[config.mk]
export PLATFORM = sky130hd
export DESIGN_NAME = sl2_shifter_flat
export DESIGN_NICKNAME = d
export VERILOG_FILES = /design/src/rtl/sl2_shifter_pkg.sv /design/src/rtl/sl2_shifter_if.sv /design/src/rtl/sl2_shifter_comb.sv /design/src/rtl/sl2_shifter.sv /design/src/flat_wrapper.sv
export SDC_FILE = /design/constraint.sdc
export NUM_CORES = 1
export LEC_CHECK = 0
export ABC_AREA = 1
export CORE_ASPECT_RATIO = 1.25
export CORE_UTILIZATION = 30
export DETAILED_ROUTE_END_ITERATION = 8
export DONT_BUFFER_PORTS = 1
export PLACE_DENSITY_LB_ADDON = 0.3
export SYNTH_ARGS = -nofsm -noshare
export SYNTH_HDL_FRONTEND = slang
export SYNTH_HIERARCHICAL = 1
export SYNTH_SLANG_ARGS = --single-unit
[constraint.sdc]
create_clock -name clk -period 0.9 [get_ports clk]
set_input_delay 0.135 -clock clk [delete_from_list [all_inputs] [get_ports clk]]
set_output_delay 0.135 -clock clk [all_outputs]
set_load 0.03 [all_outputs]
[src/rtl/sl2_shifter_pkg.sv]
`default_nettype none
// ============================================================================
// Module   : sl2_shifter_pkg
// Purpose  : Shared widths and types for the shift-left-by-2 datapath unit.
// Revision : 1.0 - initial release
// ============================================================================
package sl2_shifter_pkg;

  // Datapath word width and the fixed left-shift amount (x4).
  localparam int DATA_W    = 32;
  localparam int SL2_SHIFT = 2;

  typedef logic [DATA_W-1:0] word_t;

endpackage : sl2_shifter_pkg
`default_nettype wire

[src/rtl/sl2_shifter_if.sv]
`default_nettype none
// ============================================================================
// Module   : sl2_shifter_if
// Purpose  : Valid/ready bus for the shift-left unit: operand side and
//            registered result side, with master (upstream/downstream
//            environment) and slave (the unit itself) views.
// Revision : 1.0 - initial release
// ============================================================================
interface sl2_shifter_if
  import sl2_shifter_pkg::*;
#(
  parameter int N     = DATA_W,
  parameter int SHIFT = SL2_SHIFT
);

  // Operand side
  logic [N-1:0]     num;
  logic             in_valid;
  logic             in_ready;

  // Result side
  logic [N-1:0]     num4;
  logic [SHIFT-1:0] dropped;
  logic             ovf;
  logic             out_valid;
  logic             out_ready;

  // Environment view: produces operands, consumes results.
  modport master (
    output num,
    output in_valid,
    input  in_ready,
    input  num4,
    input  dropped,
    input  ovf,
    input  out_valid,
    output out_ready
  );

  // Unit view: consumes operands, produces results.
  modport slave (
    input  num,
    input  in_valid,
    output in_ready,
    output num4,
    output dropped,
    output ovf,
    output out_valid,
    input  out_ready
  );

endinterface : sl2_shifter_if
`default_nettype wire

[src/rtl/sl2_shifter_comb.sv]
`default_nettype none
// ============================================================================
// Module   : sl2_comb
// Purpose  : Pure combinational left shift by SHIFT. The top SHIFT bits fall
//            off (modulo-2^N wrap) and are reported, together with an
//            unsigned-overflow flag raised when any of them is set.
// Revision : 1.0 - initial release
// ============================================================================
module sl2_comb
  import sl2_shifter_pkg::*;
#(
  parameter int N     = DATA_W,
  parameter int SHIFT = SL2_SHIFT
) (
  input  wire logic [N-1:0]     num,
  output logic      [N-1:0]     num4,
  output logic      [SHIFT-1:0] dropped,
  output logic                  ovf
);

  localparam logic [SHIFT-1:0] c_zero_fill = '0;

  logic [N-1:0]     w_shifted;
  logic [SHIFT-1:0] w_dropped;

  // Shift in zeros at the bottom; the bits that leave the top are kept aside.
  always_comb begin
    w_shifted = {num[N-SHIFT-1:0], c_zero_fill};
    w_dropped = num[N-1:N-SHIFT];
  end

  // Overflow of the unsigned multiply happens exactly when a lost bit was set.
  always_comb begin
    num4    = w_shifted;
    dropped = w_dropped;
    ovf     = |w_dropped;
  end

endmodule : sl2_comb
`default_nettype wire

[src/rtl/sl2_shifter.sv]
`default_nettype none
// ============================================================================
// Module   : sl2_shifter
// Purpose  : Shift-left-by-2 (x4, modulo 2^N) with a single registered
//            valid/ready stage. Full throughput: a new operand may be taken on
//            the same edge the held result leaves. Also registers the bits
//            shifted out and an overflow flag.
// Revision : 1.0 - initial release
// ============================================================================
module sl2_shifter
  import sl2_shifter_pkg::*;
#(
  parameter int N     = DATA_W,
  parameter int SHIFT = SL2_SHIFT
) (
  input  wire logic      clk,
  input  wire logic      rst_n,
  sl2_shifter_if.slave   bus
);

  // Reject parameter sets where the shift would consume the whole word or
  // leave nothing to slice.
  generate
    if ((SHIFT >= N) || (SHIFT < 1) || (N < 3)) begin : g_param_check
      $error("sl2_shifter: illegal parameters N=%0d SHIFT=%0d", N, SHIFT);
    end
  endgenerate

  logic [N-1:0]     w_num4;
  logic [SHIFT-1:0] w_dropped;
  logic             w_ovf;
  logic             w_in_ready;
  logic             w_accept;
  logic             w_xfer;

  logic [N-1:0]     r_num4;
  logic [SHIFT-1:0] r_dropped;
  logic             r_ovf;
  logic             r_out_valid;

  sl2_comb #(
    .N     (N),
    .SHIFT (SHIFT)
  ) u_comb (
    .num     (bus.num),
    .num4    (w_num4),
    .dropped (w_dropped),
    .ovf     (w_ovf)
  );

  // Single-entry stage: room exists when empty or when the held result is
  // being taken this cycle.
  always_comb begin
    w_in_ready = !r_out_valid || bus.out_ready;
    w_accept   = bus.in_valid && w_in_ready;
    w_xfer     = r_out_valid && bus.out_ready;
  end

  // Result registers load only on accept, so a floating operand while idle
  // never reaches them and a stalled result stays put.
  always_ff @(posedge clk or negedge rst_n) begin
    if (!rst_n) begin
      r_num4    <= '0;
      r_dropped <= '0;
      r_ovf     <= 1'b0;
    end else if (w_accept) begin
      r_num4    <= w_num4;
      r_dropped <= w_dropped;
      r_ovf     <= w_ovf;
    end
  end

  // Valid sets on accept (also when replacing a departing result) and clears
  // when the result leaves with nothing new behind it.
  always_ff @(posedge clk or negedge rst_n) begin
    if (!rst_n) begin
      r_out_valid <= 1'b0;
    end else if (w_accept) begin
      r_out_valid <= 1'b1;
    end else if (w_xfer) begin
      r_out_valid <= 1'b0;
    end
  end

  assign bus.in_ready  = w_in_ready;
  assign bus.num4      = r_num4;
  assign bus.dropped   = r_dropped;
  assign bus.ovf       = r_ovf;
  assign bus.out_valid = r_out_valid;

endmodule : sl2_shifter
`default_nettype wire

[src/flat_wrapper.sv]
// flat-port wrapper written by rule: the top's interface ports become plain ports
module sl2_shifter_flat import sl2_shifter_pkg::*;
#(
  parameter int N     = DATA_W,
  parameter int SHIFT = SL2_SHIFT
)
  (clk, rst_n, bus_num, bus_in_valid, bus_in_ready, bus_num4, bus_dropped, bus_ovf, bus_out_valid, bus_out_ready);
  sl2_shifter_if #(.N(N), .SHIFT(SHIFT)) bus_i ();
  input  wire logic clk;
  input  wire logic rst_n;
  input wire logic [$bits(bus_i.num)-1:0] bus_num;
  input wire logic [$bits(bus_i.in_valid)-1:0] bus_in_valid;
  output wire logic [$bits(bus_i.in_ready)-1:0] bus_in_ready;
  output wire logic [$bits(bus_i.num4)-1:0] bus_num4;
  output wire logic [$bits(bus_i.dropped)-1:0] bus_dropped;
  output wire logic [$bits(bus_i.ovf)-1:0] bus_ovf;
  output wire logic [$bits(bus_i.out_valid)-1:0] bus_out_valid;
  input wire logic [$bits(bus_i.out_ready)-1:0] bus_out_ready;
  assign bus_i.num = bus_num;
  assign bus_i.in_valid = bus_in_valid;
  assign bus_in_ready = bus_i.in_ready;
  assign bus_num4 = bus_i.num4;
  assign bus_dropped = bus_i.dropped;
  assign bus_ovf = bus_i.ovf;
  assign bus_out_valid = bus_i.out_valid;
  assign bus_i.out_ready = bus_out_ready;
  sl2_shifter #(.N(N), .SHIFT(SHIFT)) u_core (.clk(clk), .rst_n(rst_n), .bus(bus_i));
endmodule
==> results of run 1 <==
cell usage after synthesis:
cell type / number
sky130_fd_sc_hd__conb_1: 1
sky130_fd_sc_hd__inv_1: 3
sky130_fd_sc_hd__nand3_2: 18
sky130_fd_sc_hd__nand2_4: 2
sky130_fd_sc_hd__buf_12: 3
sky130_fd_sc_hd__dfrtp_1: 36
sky130_fd_sc_hd__nand3_1: 17
sky130_fd_sc_hd__buf_8: 1
sky130_fd_sc_hd__buf_6: 3
sky130_fd_sc_hd__nand2_1: 72
sky130_fd_sc_hd__buf_4: 38
cell usage in the layout (no fill, tap or decap), types with 2 or more instances in the layout:
cell type and count:
sky130_fd_sc_hd__conb_1 2, sky130_fd_sc_hd__buf_6 37, sky130_fd_sc_hd__inv_1 3, sky130_fd_sc_hd__nand2_4 2, sky130_fd_sc_hd__nand3_2 26, sky130_fd_sc_hd__buf_4 34, sky130_fd_sc_hd__nand3_1 9, sky130_fd_sc_hd__dlygate4sd3_1 32
sky130_fd_sc_hd__dfrtp_1 35, sky130_fd_sc_hd__buf_12 5, sky130_fd_sc_hd__clkbuf_1 2, sky130_fd_sc_hd__nand2_1 72, sky130_fd_sc_hd__clkbuf_8 6
how the worst min path moves through the flow:
stage          startpoint               endpoint  slack (ps)
2_1_floorplan       rst_n  u_core/bus.dropped[0]        -160
3_3_place_gp        rst_n  u_core/bus.dropped[1]        -160
3_5_place_dp        rst_n  u_core/bus.dropped[1]        -160
4_1_cts             rst_n  u_core/bus.dropped[1]        -480
5_1_grt             rst_n     u_core/bus.num4[1]        -480
6_report            rst_n  u_core/bus.dropped[1]        -450
metrics by stage:
stage | utilization | instances
2_1_floorplan | - | 195
3_3_place_gp | 0.346 | 279
3_5_place_dp | 0.346 | 279
4_1_cts | 0.458 | 334
5_1_grt | 0.478 | 349
6_report | 0.478 | 349
per-layer routing:
layer / up-vias / track usage
met5: - / 0
met3: 5 / 0.0348
li1: 713 / -
met4: 0 / 0.0539
met1: 658 / 0.146
met2: 44 / 0.240
logic make-up after synthesis:
group	share of synthesized area
flops	0.482
other cells	0.00201
simple gates	0.299
buf+inv	0.217
final cells by class:
cell class / instances / area (um2) / share of cell area
well taps: 82 / 103 / 0.0364
flip-flops and latches: 36 / 902 / 0.320
multi-input cells: 111 / 606 / 0.215
inverters: 3 / 11.3 / 0.00399
repair buffers: 109 / 1110 / 0.393
clock buffers: 8 / 90.1 / 0.0320
sequential cells by signal (all words and copies together) (netlist names):
| register | flops |
|---|---|
| u_core/bus.num4 | 32 |
| u_core/bus.dropped | 2 |
| u_core/bus.ovf | 1 |
| u_core/bus.out_valid | 1 |
power by group:
| group | switching (W) | internal [W] |
|---|---|---|
| Clock | 0.000525 | 0.000624 |
| Sequential | 0.000159 | 0.00184 |
| Combinational | 0.000881 | 0.000948 |
what timing repair did:
action	CTS	global route
cloned	0	0
endpoints found under the hold margin	69	61
pin swaps	1	0
setup endpoints to repair	73	73
resized for setup	38	1
buffers inserted	15	15
worst max-delay path, cell delays in order (launching register included):
cell and delay (ps):
sky130_fd_sc_hd__dfrtp_2 420, sky130_fd_sc_hd__nand2_4 70, sky130_fd_sc_hd__buf_12 100, sky130_fd_sc_hd__buf_8 110
==> Flow_metrics.wiki, run 1 <==
{| class="wikitable"
! Metric !! Value
|-
| DP HPWL || 2370 um
|-
| Yosys Warn Count || 6
|-
| Dominant cells by area after synthesis || sky130_fd_sc_hd__dfrtp_1 (48%), sky130_fd_sc_hd__buf_4 (15%), sky130_fd_sc_hd__nand2_1 (14%)
|-
| Final worst setup slack || -217 ps
|-
| Worst min-delay path category || input port to async pin
|-
| Register-to-register setup slack || -190 ps
|-
| Die Wd || 72.6 um
|-
| Per-cell via count in the routed design || 4.07
|-
| Clock edge transition at the registers on the reported setup and hold paths || 70 ps
|-
| Terminus of the critical flop-to-flop path || u_core/bus.num4[26]
|-
| Mean instance size in the synthesized netlist || 9.63 um2
|-
| Max Freq || 895 MHz
|-
| Overflow left after global routing || 0
|-
| Share of the yosys chip area belonging to registers || 0.482
|-
| Worst-skew pair later-pin latency || 280 ps
|-
| Critical path origin || u_core/bus.out_valid
|-
| Final critical-path share of the clock period || 1.24
|-
| Die height || 90.2 um
|-
| Netlist Area Pre-Place || 0.00187 mm2
|-
| Antenna violations before repair || 0
|-
| Routed WL per cell || 11.8 um
|-
| Wire length on met3 || 205 um
|-
| Uppermost routed layer || met4
|-
| Violated checks || hold timing, setup timing
|-
| CTS sink cnt || 36
|-
| Wire length on met1 || 1620 um
|-
| Critical path class || flip-flop to primary output
|-
| Total CTS buffers || 5
|-
| First-pass iteration count of the detailed router || 3
|-
| Deepest level of the CTS H-tree || 2
|-
| IR drop worst, VDD || 0.803 mV
|-
| RR Startpoint || u_core/bus.out_valid
|-
| Global routing usage summed across all routing layers || 0.134
|-
| Antenna-violating nets left || 0
|-
| Reg2Reg Depth || 6
|-
| Sum of internal, switching and leakage power || 0.00498 W
|-
| Outcome || finished with violations
|-
| Clock period minus worst slack || 1120 ps
|-
| Final RePlAce weighted congestion || 0.664
|-
| Via count of the first global-routing pass || 1437
|-
| Sum of met2 wire segment lengths after detailed routing || 2210 um
|-
| Largest clock skew in the final design || 5.33 ps
|-
| Largest net degree at the start of global routing || 37
|-
| Pins Over Slew Limit || 0
|-
| Summed area of non-filler cells in the final layout || 0.00282 mm2
|-
| Standby leakage power || 1.44 nW
|-
| Number of hold buffers added after cts || 32
|-
| Final Hold Violating Endpoints || 56
|-
| Summed negative setup slack over all endpoints || -8000 ps
|-
| Instance area at placement || 0.00204 mm2
|-
| Power density of the placed cells || 1770 mW/mm2
|-
| Via count || 1420
|-
| Num ports || 73
|-
| Global-route wire length before repair || 6650 um
|-
| Total of flip-flops plus latches after synthesis || 36
|-
| Share of post-route cells with drive strength above 1 || 0.419
|-
| Routed wire length || 4110 um
|-
| Startpoint type of the worst setup path || flip-flop
|-
| Port Buffer Count || 0
|-
| Maximum number of buffers from clock root to sink || 2
|-
| Remaining design rule violation count || 0
|-
| Post-layout net count || 302
|-
| Initial Util || 0.317
|-
| Capturing instance or port of the critical path || bus_in_ready
|-
| Area of the die || 0.00655 mm2
|-
| Placeable Area || 0.00590 mm2
|-
| CP Data Required Time || 760 ps
|-
| Max Cap Violations || 0
|-
| TritonCTS clock tree || done
|-
| Fill cell count || 569
|-
| Critical path fanouts, max || 2
|-
| Count of final setup violators || 73
|-
| Antenna cells || 0
|-
| Area share of the largest cell type after synthesis || 0.482
|-
| Post-synthesis instance total || 194
|-
| Data arrival at the endpoint of the critical path || 980 ps
|-
| Number of rows created at floorplan || 31
|-
| Cell taking the most area after synthesis || sky130_fd_sc_hd__dfrtp_1
|-
| Signed area change from the synthesized netlist to the final layout || 50.9%
|-
| Cell at the root of the clock tree || sky130_fd_sc_hd__clkbuf_8
|-
| Number of distinct library cell variants in the gate-level netlist after synthesis || 11
|-
| DP Worst Slack || -98.8 ps
|-
| Setup repair after global routing missed its margin || yes
|-
| Final worst hold slack || -454 ps
|-
| Critical Path End Type || primary output
|-
| Violation count after the first detailed-routing iteration || 42
|}
No activity file was read; power rests on OpenSTA's default activity.
==> inputs of run 2 (changes only) <==
CTS_CLUSTER_SIZE = 28   (was not set)
clock period = 1.4 ns   (was 0.9 ns; I/O delays follow)
==> run 2 against run 1 <==
Effect of this change: critical endpoint unchanged; the flow now finishes without violations; wire length is 20% lower; global-route usage down 2.1 points; via count down 27%; register-to-register slack improved by 530 ps; combinational power fell by 85%; clock skew down 2.6 ps; count of clock-buffer cells in the layout is 2 lower.
==> Flow_metrics.wiki, run 2 (same netlist as run 1, synthesis figures left out) <==
{| class="wikitable"
! Metric !! Value
|-
| Outcome || finished clean (was finished with violations)
|-
| Port Buffer Count || 0 (unchanged)
|-
| Setup repair after global routing missed its margin || no (was yes)
|-
| Deepest level of the CTS H-tree || 2 (unchanged)
|-
| Global-route wire length before repair || 5620 um (was 6650 um)
|-
| IR drop worst, VDD || 0.395 mV (was 0.803 mV)
|-
| Worst Hold Launch || bus_num[19]
|-
| Hold path endpoint || u_core/bus.num4[21]
|-
| Sequential cell area || 901 um2 (was 902 um2)
|-
| Wire length on met3 || 323 um (was 205 um)
|-
| Standby leakage power || 0.880 nW (was 1.44 nW)
|-
| Routed wire length || 3270 um (was 4110 um)
|-
| Via count || 1041 (was 1420)
|-
| Critical path class || flip-flop to primary output (unchanged)
|-
| Die Wd || 72.6 um (unchanged)
|-
| Number of rows created at floorplan || 31 (unchanged)
|-
| Reg2Reg Depth || 4 (was 6)
|-
| Max Freq || 799 MHz
|-
| Depth of the worst hold-timing path || 2
|-
| Final Hold Violating Endpoints || 0 (was 56)
|-
| Sum of met2 wire segment lengths after detailed routing || 1570 um (was 2210 um)
|-
| Count of final setup violators || 0 (was 73)
|-
| Number of flip-flops in the largest register || 32 (unchanged)
|-
| Clock edge transition at the registers on the reported setup and hold paths || 70 ps (about the same)
|-
| Terminus of the critical flop-to-flop path || u_core/bus.num4[14] (was u_core/bus.num4[26])
|-
| Routed WL per cell || 13.4 um (was 11.8 um)
|-
| Core utilization of the finished layout || 0.292 (was 0.478)
|-
| Critical Path End Type || primary output (unchanged)
|-
| Fill cell count || 629 (was 569)
|-
| Instance area at placement || 0.00162 mm2 (was 0.00204 mm2)
|-
| Total CTS buffers || 5 (unchanged)
|-
| Number of hold buffers added after cts || 2 (was 32)
|-
| Post-layout net count || 198 (was 302)
|-
| Final critical-path share of the clock period || 0.894
|-
| Area of the die || 0.00655 mm2 (unchanged)
|-
| Maximum number of buffers from clock root to sink || 2 (unchanged)
|-
| Share of post-route cells with drive strength above 1 || 0.185 (was 0.419)
|-
| Num ports || 73 (unchanged)
|-
| Commonest cells after routing, fill and taps aside || sky130_fd_sc_hd__nand2_1 (72), sky130_fd_sc_hd__dfrtp_1 (36), sky130_fd_sc_hd__nand3_2 (18) (was sky130_fd_sc_hd__nand2_1 (72), sky130_fd_sc_hd__buf_6 (37), sky130_fd_sc_hd__dfrtp_1 (35))
|-
| Antenna-violating nets left || 0 (unchanged)
|-
| Cell at the root of the clock tree || sky130_fd_sc_hd__clkbuf_8 (unchanged)
|-
| Largest clock skew in the final design || 2.70 ps (was 5.33 ps)
|-
| Summed negative setup slack over all endpoints || 0 ps (was -8000 ps)
|-
| Final RePlAce weighted congestion || 0.608 (was 0.664)
|-
| Antenna violations before repair || 0 (unchanged)
|-
| Uppermost routed layer || met4 (unchanged)
|-
| Summed area of non-filler cells in the final layout || 0.00172 mm2 (was 0.00282 mm2)
|-
| Wire length on met1 || 1320 um (was 1620 um)
|-
| Die height || 90.2 um (unchanged)
|-
| Data arrival at the endpoint of the critical path || 1040 ps (was 980 ps)
|-
| RR Startpoint || u_core/bus.out_valid (unchanged)
|-
| DP HPWL || 2120 um (was 2370 um)
|-
| Worst-skew pair later-pin latency || 280 ps (about the same)
|-
| Per-cell via count in the routed design || 4.27 (was 4.07)
|-
| Power density of the placed cells || 1460 mW/mm2 (was 1770 mW/mm2)
|-
| First-pass iteration count of the detailed router || 4 (was 3)
|-
| Post-CTS setup buffers || 0 (was 15)
|-
| Signed area change from the synthesized netlist to the final layout || -7.77% (was 50.9%)
|-
| Largest net degree at the start of global routing || 37 (unchanged)
|-
| Initial Util || 0.317 (unchanged)
|-
| Via count of the first global-routing pass || 1138 (was 1437)
|-
| Max Cap Violations || 0 (unchanged)
|-
| Quantity of gates resized following cts || 0 (was 38)
|-
| Critical path fanouts, max || 10 (was 2)
|-
| CP Data Required Time || 1190 ps (was 760 ps)
|-
| Overflow left after global routing || 0 (unchanged)
|-
| TritonCTS clock tree || done (unchanged)
|-
| Most common cell after layout, fill and taps aside || sky130_fd_sc_hd__nand2_1 (unchanged)
|-
| Pins Over Slew Limit || 0 (unchanged)
|-
| Placeable Area || 0.00590 mm2 (unchanged)
|-
| Global routing usage summed across all routing layers || 0.113 (was 0.134)
|-
| Sum of internal, switching and leakage power || 0.00252 W (was 0.00498 W)
|-
| Remaining design rule violation count || 0 (unchanged)
|-
| CTS sink cnt || 36 (unchanged)
|-
| Clock period minus worst slack || 1250 ps
|-
| Violation count after the first detailed-routing iteration || 57 (was 42)
|-
| Startpoint type of the worst setup path || flip-flop (unchanged)
|-
| Antenna cells || 0 (unchanged)
|-
| Worst min-delay path category || input port to flip-flop (was input port to async pin)
|-
| Register-to-register setup slack || 340 ps (was -190 ps)
|-
| Combined area of the multi-input logic cells || 566 um2 (was 606 um2)
|}
-- run 2: cell types whose count changed in the layout (fill, tap and decap cells not counted), sizes merged --
cell,before,now
buf,77,4
clkbuf,8,6
clkinv,0,1
dlygate4sd3,32,1
-- run 2: worst max path at each step --
stage | startpoint | to | slack, ps | cells after the start
3_3_place_gp | u_core/bus.out_valid | u_core/bus.num4[24] | 350 | 4
5_1_grt | u_core/bus.out_valid | bus_in_ready | 90 | 2
2_1_floorplan | u_core/bus.out_valid | u_core/bus.num4[18] | 260 | 5
3_5_place_dp | u_core/bus.out_valid | u_core/bus.num4[9] | 320 | 4
6_report | u_core/bus.out_valid | bus_in_ready | 150 | 2
4_1_cts | u_core/bus.out_valid | bus_in_ready | 120 | 2
-- run 2: layout make-up --
class / instances / share of cell area
clock inverter: 1 / 0.00290
timing repair buffer: 5 / 0.0378
clock buffer: 6 / 0.0421
inverter: 3 / 0.00654
multi-input combinational: 111 / 0.328
sequential: 36 / 0.523
tap: 82 / 0.0595
-- run 2: critical path, cell delays in order (launching register included) --
cell and delay (ps):
sky130_fd_sc_hd__dfrtp_1 410, sky130_fd_sc_hd__nand2_4 110, sky130_fd_sc_hd__buf_4 240
-- run 2: metrics by stage --
step | hold WS (ps) | setup slack [ps] | instances
final | 49.1 | 148 | 244
after global placement | -84.9 | 345 | 235
after CTS | 38.5 | 121 | 244
after global routing | 35.2 | 88.0 | 244
after detailed placement | -84.9 | 320 | 235
after floorplan | -85.6 | 257 | 195
-- run 2: where the power goes --
part | leakage (nW) | switching, W | internal, W
combinational | 0.399 | 0.000166 | 0.000104
sequential | 0.440 | 0.000387 | 0.00118
clock | 0.0410 | 0.000346 | 0.000338
total | 0.880 | 0.000899 | 0.00162
-- run 2: layer usage --
layer,track usage,up-vias
met5,0,-
met4,0.0490,0
met3,0.0538,5
met2,0.185,53
met1,0.122,479
li1,-,504
